--- src/rtl/window3_avg_filter.sv ---
// Streaming 3x3 smoothing filter (box mean or 1-2-1 Gaussian) for raster-order pixels.
// Two line buffers build the window; fixed three-cycle latency from accept to output.
module window3_avg_filter #(
    parameter int PIX_W = 8,
    parameter int IMG_W = 16,
    parameter int IMG_H = 16
) (
    input  logic             clk,
    input  logic             reset,
    input  logic             mode,
    input  logic             sof,
    input  logic             in_valid,
    input  logic [PIX_W-1:0] in_pixel,
    output logic             out_valid,
    output logic [PIX_W-1:0] out_pixel,
    output logic             out_sof,
    output logic             out_eol
);
    localparam int COL_W = $clog2(IMG_W);
    localparam int ROW_W = $clog2(IMG_H);
    localparam int SUM_W = PIX_W + 4;

    logic             frame_active;
    logic             frame_mode;
    logic [COL_W-1:0] col;
    logic [ROW_W-1:0] row;

    logic             accept;
    logic [COL_W-1:0] cur_col;
    logic [ROW_W-1:0] cur_row;
    logic             cur_mode;
    logic             last_col;
    logic             last_row;
    logic             win_ok;

    // An accepted sof pins the pixel to (0,0) and restarts the frame.
    assign accept   = in_valid && (frame_active || sof);
    assign cur_col  = sof ? '0 : col;
    assign cur_row  = sof ? '0 : row;
    assign cur_mode = sof ? mode : frame_mode;
    assign last_col = (cur_col == COL_W'(IMG_W - 1));
    assign last_row = (cur_row == ROW_W'(IMG_H - 1));
    assign win_ok   = (cur_row >= ROW_W'(2)) && (cur_col >= COL_W'(2));

    // NOTE: sequential state always uses non-blocking assignments so every flop samples pre-edge values.
    always_ff @(posedge clk or negedge reset) begin
        if (!reset) begin
            frame_active <= 1'b0;
            frame_mode   <= 1'b0;
            col          <= '0;
            row          <= '0;
        end else if (accept) begin
            frame_active <= !(last_row && last_col);
            if (sof) frame_mode <= mode;
            col <= last_col ? '0 : cur_col + 1'b1;
            if (last_col) row <= last_row ? '0 : cur_row + 1'b1;
            else          row <= cur_row;
        end
    end

    logic [PIX_W-1:0] lb1 [IMG_W];
    logic [PIX_W-1:0] lb2 [IMG_W];

    // NOTE: the line buffers are flops, cleared on reset like any other state; RAM-style storage would skip the reset.
    always_ff @(posedge clk or negedge reset) begin
        if (!reset) begin
            for (int i = 0; i < IMG_W; i++) begin
                lb1[i] <= '0;
                lb2[i] <= '0;
            end
        end else if (accept) begin
            lb1[0] <= in_pixel;
            lb2[0] <= lb1[IMG_W-1];
            for (int i = 1; i < IMG_W; i++) begin
                lb1[i] <= lb1[i-1];
                lb2[i] <= lb2[i-1];
            end
        end
    end

    // Stage 0 captures the new column (rows r-2, r-1, r); stage 1 shifts it into the window.
    logic [PIX_W-1:0] tap [3];
    logic [PIX_W-1:0] win [3][3];
    logic             s0_acc, s0_valid, s0_sof, s0_eol, s0_mode;
    logic             s1_valid, s1_sof, s1_eol, s1_mode;

    always_ff @(posedge clk or negedge reset) begin
        if (!reset) begin
            s0_acc   <= 1'b0;
            s0_valid <= 1'b0;
            s0_sof   <= 1'b0;
            s0_eol   <= 1'b0;
            s0_mode  <= 1'b0;
            s1_valid <= 1'b0;
            s1_sof   <= 1'b0;
            s1_eol   <= 1'b0;
            s1_mode  <= 1'b0;
            for (int i = 0; i < 3; i++) begin
                tap[i] <= '0;
                for (int j = 0; j < 3; j++) win[i][j] <= '0;
            end
        end else begin
            s0_acc   <= accept;
            s0_valid <= accept && win_ok;
            s0_sof   <= (cur_row == ROW_W'(2)) && (cur_col == COL_W'(2));
            s0_eol   <= last_col;
            s0_mode  <= cur_mode;
            if (accept) begin
                tap[0] <= lb2[IMG_W-1];
                tap[1] <= lb1[IMG_W-1];
                tap[2] <= in_pixel;
            end
            if (s0_acc) begin
                for (int i = 0; i < 3; i++) begin
                    win[i][0] <= win[i][1];
                    win[i][1] <= win[i][2];
                    win[i][2] <= tap[i];
                end
            end
            s1_valid <= s0_valid;
            s1_sof   <= s0_valid && s0_sof;
            s1_eol   <= s0_valid && s0_eol;
            s1_mode  <= s0_mode;
        end
    end

    logic [SUM_W-1:0] box_sum;
    logic [SUM_W-1:0] gauss_sum;

    // NOTE: both sums start from a default so the combinational block can never infer a latch.
    always_comb begin
        box_sum   = '0;
        gauss_sum = '0;
        for (int i = 0; i < 3; i++) begin
            for (int j = 0; j < 3; j++) begin
                box_sum   = box_sum + SUM_W'(win[i][j]);
                gauss_sum = gauss_sum + (SUM_W'(win[i][j]) << (int'(i == 1) + int'(j == 1)));
            end
        end
    end

    logic [SUM_W-1:0] sum_q;
    logic             s2_valid, s2_sof, s2_eol, s2_mode;

    always_ff @(posedge clk or negedge reset) begin
        if (!reset) begin
            sum_q     <= '0;
            s2_valid  <= 1'b0;
            s2_sof    <= 1'b0;
            s2_eol    <= 1'b0;
            s2_mode   <= 1'b0;
            out_valid <= 1'b0;
            out_pixel <= '0;
            out_sof   <= 1'b0;
            out_eol   <= 1'b0;
        end else begin
            sum_q    <= s1_mode ? gauss_sum : box_sum;
            s2_valid <= s1_valid;
            s2_sof   <= s1_sof;
            s2_eol   <= s1_eol;
            s2_mode  <= s1_mode;

            out_valid <= s2_valid;
            out_sof   <= s2_valid && s2_sof;
            out_eol   <= s2_valid && s2_eol;
            // Divide by a constant 9 is exact; both quotients are bounded by 2^PIX_W-1.
            if (s2_valid)
                out_pixel <= s2_mode ? PIX_W'(sum_q >> 4) : PIX_W'(sum_q / SUM_W'(9));
        end
    end
endmodule

--- config.mk ---
export PLATFORM = sky130hd
export DESIGN_NAME = window3_avg_filter
export DESIGN_NICKNAME = d
export VERILOG_FILES = /design/src/rtl/window3_avg_filter.sv
export SDC_FILE = /design/constraint.sdc
export NUM_CORES = 1
export LEC_CHECK = 0
export ABC_CLOCK_PERIOD_IN_PS = 5270
export CORE_ASPECT_RATIO = 2
export CORE_MARGIN = 3
export CORE_UTILIZATION = 30
export CTS_BUF_LIST = sky130_fd_sc_hd__clkbuf_8
export DETAILED_ROUTE_END_ITERATION = 8
export PLACE_DENSITY = 0.43
export SLEW_MARGIN = 5
export SYNTH_ARGS = -nofsm -noshare
export SYNTH_HDL_FRONTEND = slang
export SYNTH_SLANG_ARGS = --single-unit
export TNS_END_PERCENT = 5
--- constraint.sdc ---
create_clock -name clk -period 5.27 [get_ports clk]
set_input_delay 1.054 -clock clk [delete_from_list [all_inputs] [get_ports clk]]
set_output_delay 1.054 -clock clk [all_outputs]
set_load 0.05 [all_outputs]
==> metrics.md <==
| Metric | Value |
|---|---|
| WHS | `349 ps` |
| Leakage | `10.9 nW` |
| GPL Wtd Cong | `0.811` |
| Finished Cell Area | `0.0209 mm²` |
| Max frequency | `202 MHz` |
| Clk Tree Root Cell | `clkbuf_8` |
| Synth area leader | `dfrtp_1` |
| First-pass GRT wire length | `68700 µm` |
| Fin. max-slew vios | `0` |
| Total power | `11.0 mW` |
| Layout cells sized above 1 | `11.0%` |
| Main area contributors after synthesis | `dfrtp_1 (51%), nand2_1 (17%), fa_1 (12%)` |
| Initial antenna violation count | `1` |
| Core footprint | `0.0612 mm²` |
| CP Class | `flop to flop` |
| Drt wl/cell | `15.1 µm` |
| Net Sw Power | `4.16 mW` |
| Yosys warns | `0` |
| Via-to-Cell Ratio | `4.54` |
| Hold Crit Start | `s1_sof$_DFF_PN0_` |
| Type of origin of the critical path | `flop` |
| Sw Ratio | `37.8%` |
| Vias in the first global route | `13.2k` |
| Post-Place Setup Slack | `337 ps` |
| Clock tree sinks | `382` |
| Crit path DAT | `5440 ps` |
| Seq/Total Area, Yosys | `51.4%` |
| Endpoint class of the critical path | `flop` |
| Comb power frac | `41.6%` |
| Worst Setup SP | `sum_q[9]$_DFF_PN0_` |
| Cts hold-fix bufs | `0` |
| Ratio of final minimum period to clock period | `93.7%` |
| Cells after DPL | `2578` |
| Largest net degree at the start of global routing | `164` |
| Die Footprint | `0.0652 mm²` |
| Pwr Density | `527 mW/mm²` |
| Core Util, Final | `34.1%` |
| Via count | `12.2k` |
| Crit Reg-Reg Endpoint | `out_pixel[1]$_DFFE_PN0P_` |
| Hold Crit Class | `flop to flop` |
| Pre-antenna DRT Iters | `4` |
| Initial Util | `30.4%` |
| WHS Endpoint | `s2_sof$_DFF_PN0_` |
| Die outline height | `358 µm` |
| Max VDD drop | `0.219 mV` |
| Final hold vios | `0` |
| Cell Area, Synth | `0.0186 mm²` |
| Nets | `2012` |
| CTS tree | `done` |
| R2R setup slack | `330 ps` |
| Area grow syn2layout | `12.4%` |
| Skew final | `14.6 ps` |
| RR Startpoint | `sum_q[9]$_DFF_PN0_` |
| # fillers | `6318` |
| Tmin final | `4940 ps` |
| Post-Syn Area per Cell | `10.0 µm²` |
| Detail Route Antenna Nets | `0` |
| Gate count after technology mapping | `1851` |
| Maximum root-to-sink buffer count | `3` |
| Worst-skew pair later-pin latency | `630 ps` |
| Synth Net Count | `2005` |
| Reg2Reg Depth | `15` |
| Worst Max-Slew Pin Slew | `962 ps` |
| Status | `complete, no violations` |
| Critical Path Fanout Max | `21` |
| IO Count | `24` |
| WL final | `40600 µm` |
| DP Wirelength | `27000 µm` |
| Final setup TNS | `0 ps` |
| Total of max-cap violations | `0` |
| Synth cell types | `85` |
| Hold path depth | `0` |
| PortBufs | `23` |
| Clock share of power | `24.1%` |
| Die width | `182 µm` |
| Tot GR Track Use | `12.9%` |
| RSZ-0062 raised after global routing | `no` |
| PnR worst setup slack | `331 ps` |
| Yosys reg bits | `382` |
| Number of CTS-inserted buffers | `58` |
| H-Tree Depth | `2` |
| Postcts setup bufs | `0` |
| # DRC | `0` |
| Yosys top cell area share | `51.4%` |
| Final-report setup violation count | `0` |
| Row count | `128` |
| 1st-iter DRT viols | `674` |
| Int Pwr | `6.85 mW` |
| Rel. slew slack | `35.9%` |
| Synth Flop Type | `dfrtp_1` |
| Clock transition at the registers of the reported paths | `60 ps` |
| CP Data Required Time | `5770 ps` |
| Ys async rst share | `100%` |
| Final cell count without fillers | `2684` |
| Gr ovfl total | `0` |
| Sequential share of power | `34.3%` |
| Cell Area, Placed | `0.0196 mm²` |
| EDFF count, synth | `0` |
worst max-delay path by stage:
| stage | depth (start not counted) | end |
|---|---|---|
| 2_1_floorplan | 18 | sum_q[11]$_DFF_PN0_ |
| 3_3_place_gp | 15 | out_pixel[1]$_DFFE_PN0P_ |
| 3_5_place_dp | 15 | out_pixel[1]$_DFFE_PN0P_ |
| 4_1_cts | 15 | out_pixel[1]$_DFFE_PN0P_ |
| 5_1_grt | 15 | out_pixel[1]$_DFFE_PN0P_ |
| 6_report | 15 | out_pixel[1]$_DFFE_PN0P_ |
power by group through the flow:
stage	clock network [mW]	logic, mW	registers (mW)
6_report	2.65	4.58	3.78
3_5_place_dp	0	4.66	3.84
3_3_place_gp	0	4.63	3.83
4_1_cts	2.79	4.70	3.79
2_1_floorplan	0	3.66	3.64
5_1_grt	2.90	5.30	3.85
cell families (layout without fill, tap and decap cells):
| family | after synthesis | count (layout) | synth area share (%) |
|---|---|---|---|
| flip-flops | 382 | 382 | 51.4 |
| other | 0 | 1 | 0 |
| XOR/XNOR | 17 | 17 | 0.882 |
| AND/OR/NAND/NOR | 933 | 933 | 20.1 |
| AO/OA/AOI/OAI | 155 | 155 | 5.88 |
| multiplexers | 79 | 79 | 4.77 |
| buffers and inverters | 142 | 194 | 3.03 |
| adder cells (fa/ha/maj) | 143 | 143 | 13.9 |
worst max-delay path: stages (launching register included):
cell,delay [ps]
dfrtp_1,790
or3b_4,470
or3_1,320
o221ai_2,130
or2_1,260
a21oi_1,140
o221ai_2,330
mux2i_1,420
o2111ai_4,300
xnor2_2,300
inv_1,110
ha_1,230
or2_2,310
o311ai_2,300
a31oi_1,140
mux2_2,270
per-layer routing:
| layer | wire, µm | vias to the layer above | share of wire (%) | track usage [%] |
|---|---|---|---|---|
| met1 | 15700 | 6089 | 39 | 13.9 |
| li1 | - | 5911 | - | - |
| met2 | 22500 | 118 | 55 | 24.9 |
| met4 | 1500 | 0 | 3.7 | 5.38 |
| met3 | 899 | 72 | 2.2 | 1.58 |
| met5 | 0 | - | 0 | 0 |
Yosys cell counts (5+ instances only):
| master | instances |
|---|---|
| a21oi_1 | 27 |
| ha_1 | 34 |
| a31oi_1 | 5 |
| nor2_1 | 24 |
| nand2b_1 | 10 |
| xnor2_1 | 12 |
| fa_1 | 107 |
| inv_1 | 51 |
| and2_1 | 7 |
| dfrtp_1 | 382 |
| mux2_2 | 72 |
| a21o_1 | 6 |
| mux2i_1 | 6 |
| nor2b_1 | 10 |
| nor3_1 | 10 |
| o21ai_0 | 43 |
| o22ai_1 | 7 |
| nand2_1 | 830 |
| buf_1 | 8 |
| nand3_1 | 8 |
| o211ai_1 | 5 |
| buf_2 | 6 |
| clkbuf_1 | 72 |
layout by cell type (no fill, tap or decap), types with 4 or more instances in the layout:
cell type	Yosys	final
nor2b_1	10	9
o21a_1	4	4
nand2_1	830	830
nor3_1	10	10
clkbuf_8	0	70
a21o_1	6	6
a21oi_1	27	27
a211oi_1	4	4
ha_1	34	34
o31ai_1	4	4
bufinv_16	0	5
or3_1	4	4
o22ai_1	7	7
nor2_1	24	23
fa_1	107	107
clkdlybuf4s50_1	0	22
xnor2_1	12	12
a31oi_1	5	5
mux2i_1	6	6
o21ai_0	43	43
a211o_1	4	4
o211ai_1	5	5
clkinv_2	0	9
mux2_2	72	72
and2_1	7	7
nor4_1	4	4
inv_1	51	68
dfrtp_1	382	381
buf_12	0	6
buf_4	2	8
nand3_1	8	8
nand2b_1	10	10
area by class of cell:
type                            instances  area [µm²]  area share (%)
Tap cell                              780         976            4.67
Clock buffer                           70         963            4.61
Clock inverter                         35         285            1.37
Inverter                               52         203           0.970
Timing Repair Buffer                   37         415            1.99
Antenna cell                            1        2.50          0.0120
Multi-Input combinational cell       1327        8480            40.6
Sequential cell                       382        9560            45.8
what timing repair did:
action / 4_1_cts / 5_1_grt
resized for setup: 0 / 2
endpoints found under the setup margin: 0 / 2
endpoints found under the hold margin: 0 / 0
state kept, by name (all words and copies together) (netlist names), 4 cells and up:
register and flops:
lb2 120, col 4, out_pixel 8, win 72
row 4, tap 24, sum_q 12, lb1 120
(Power assumes the default switching activity.)
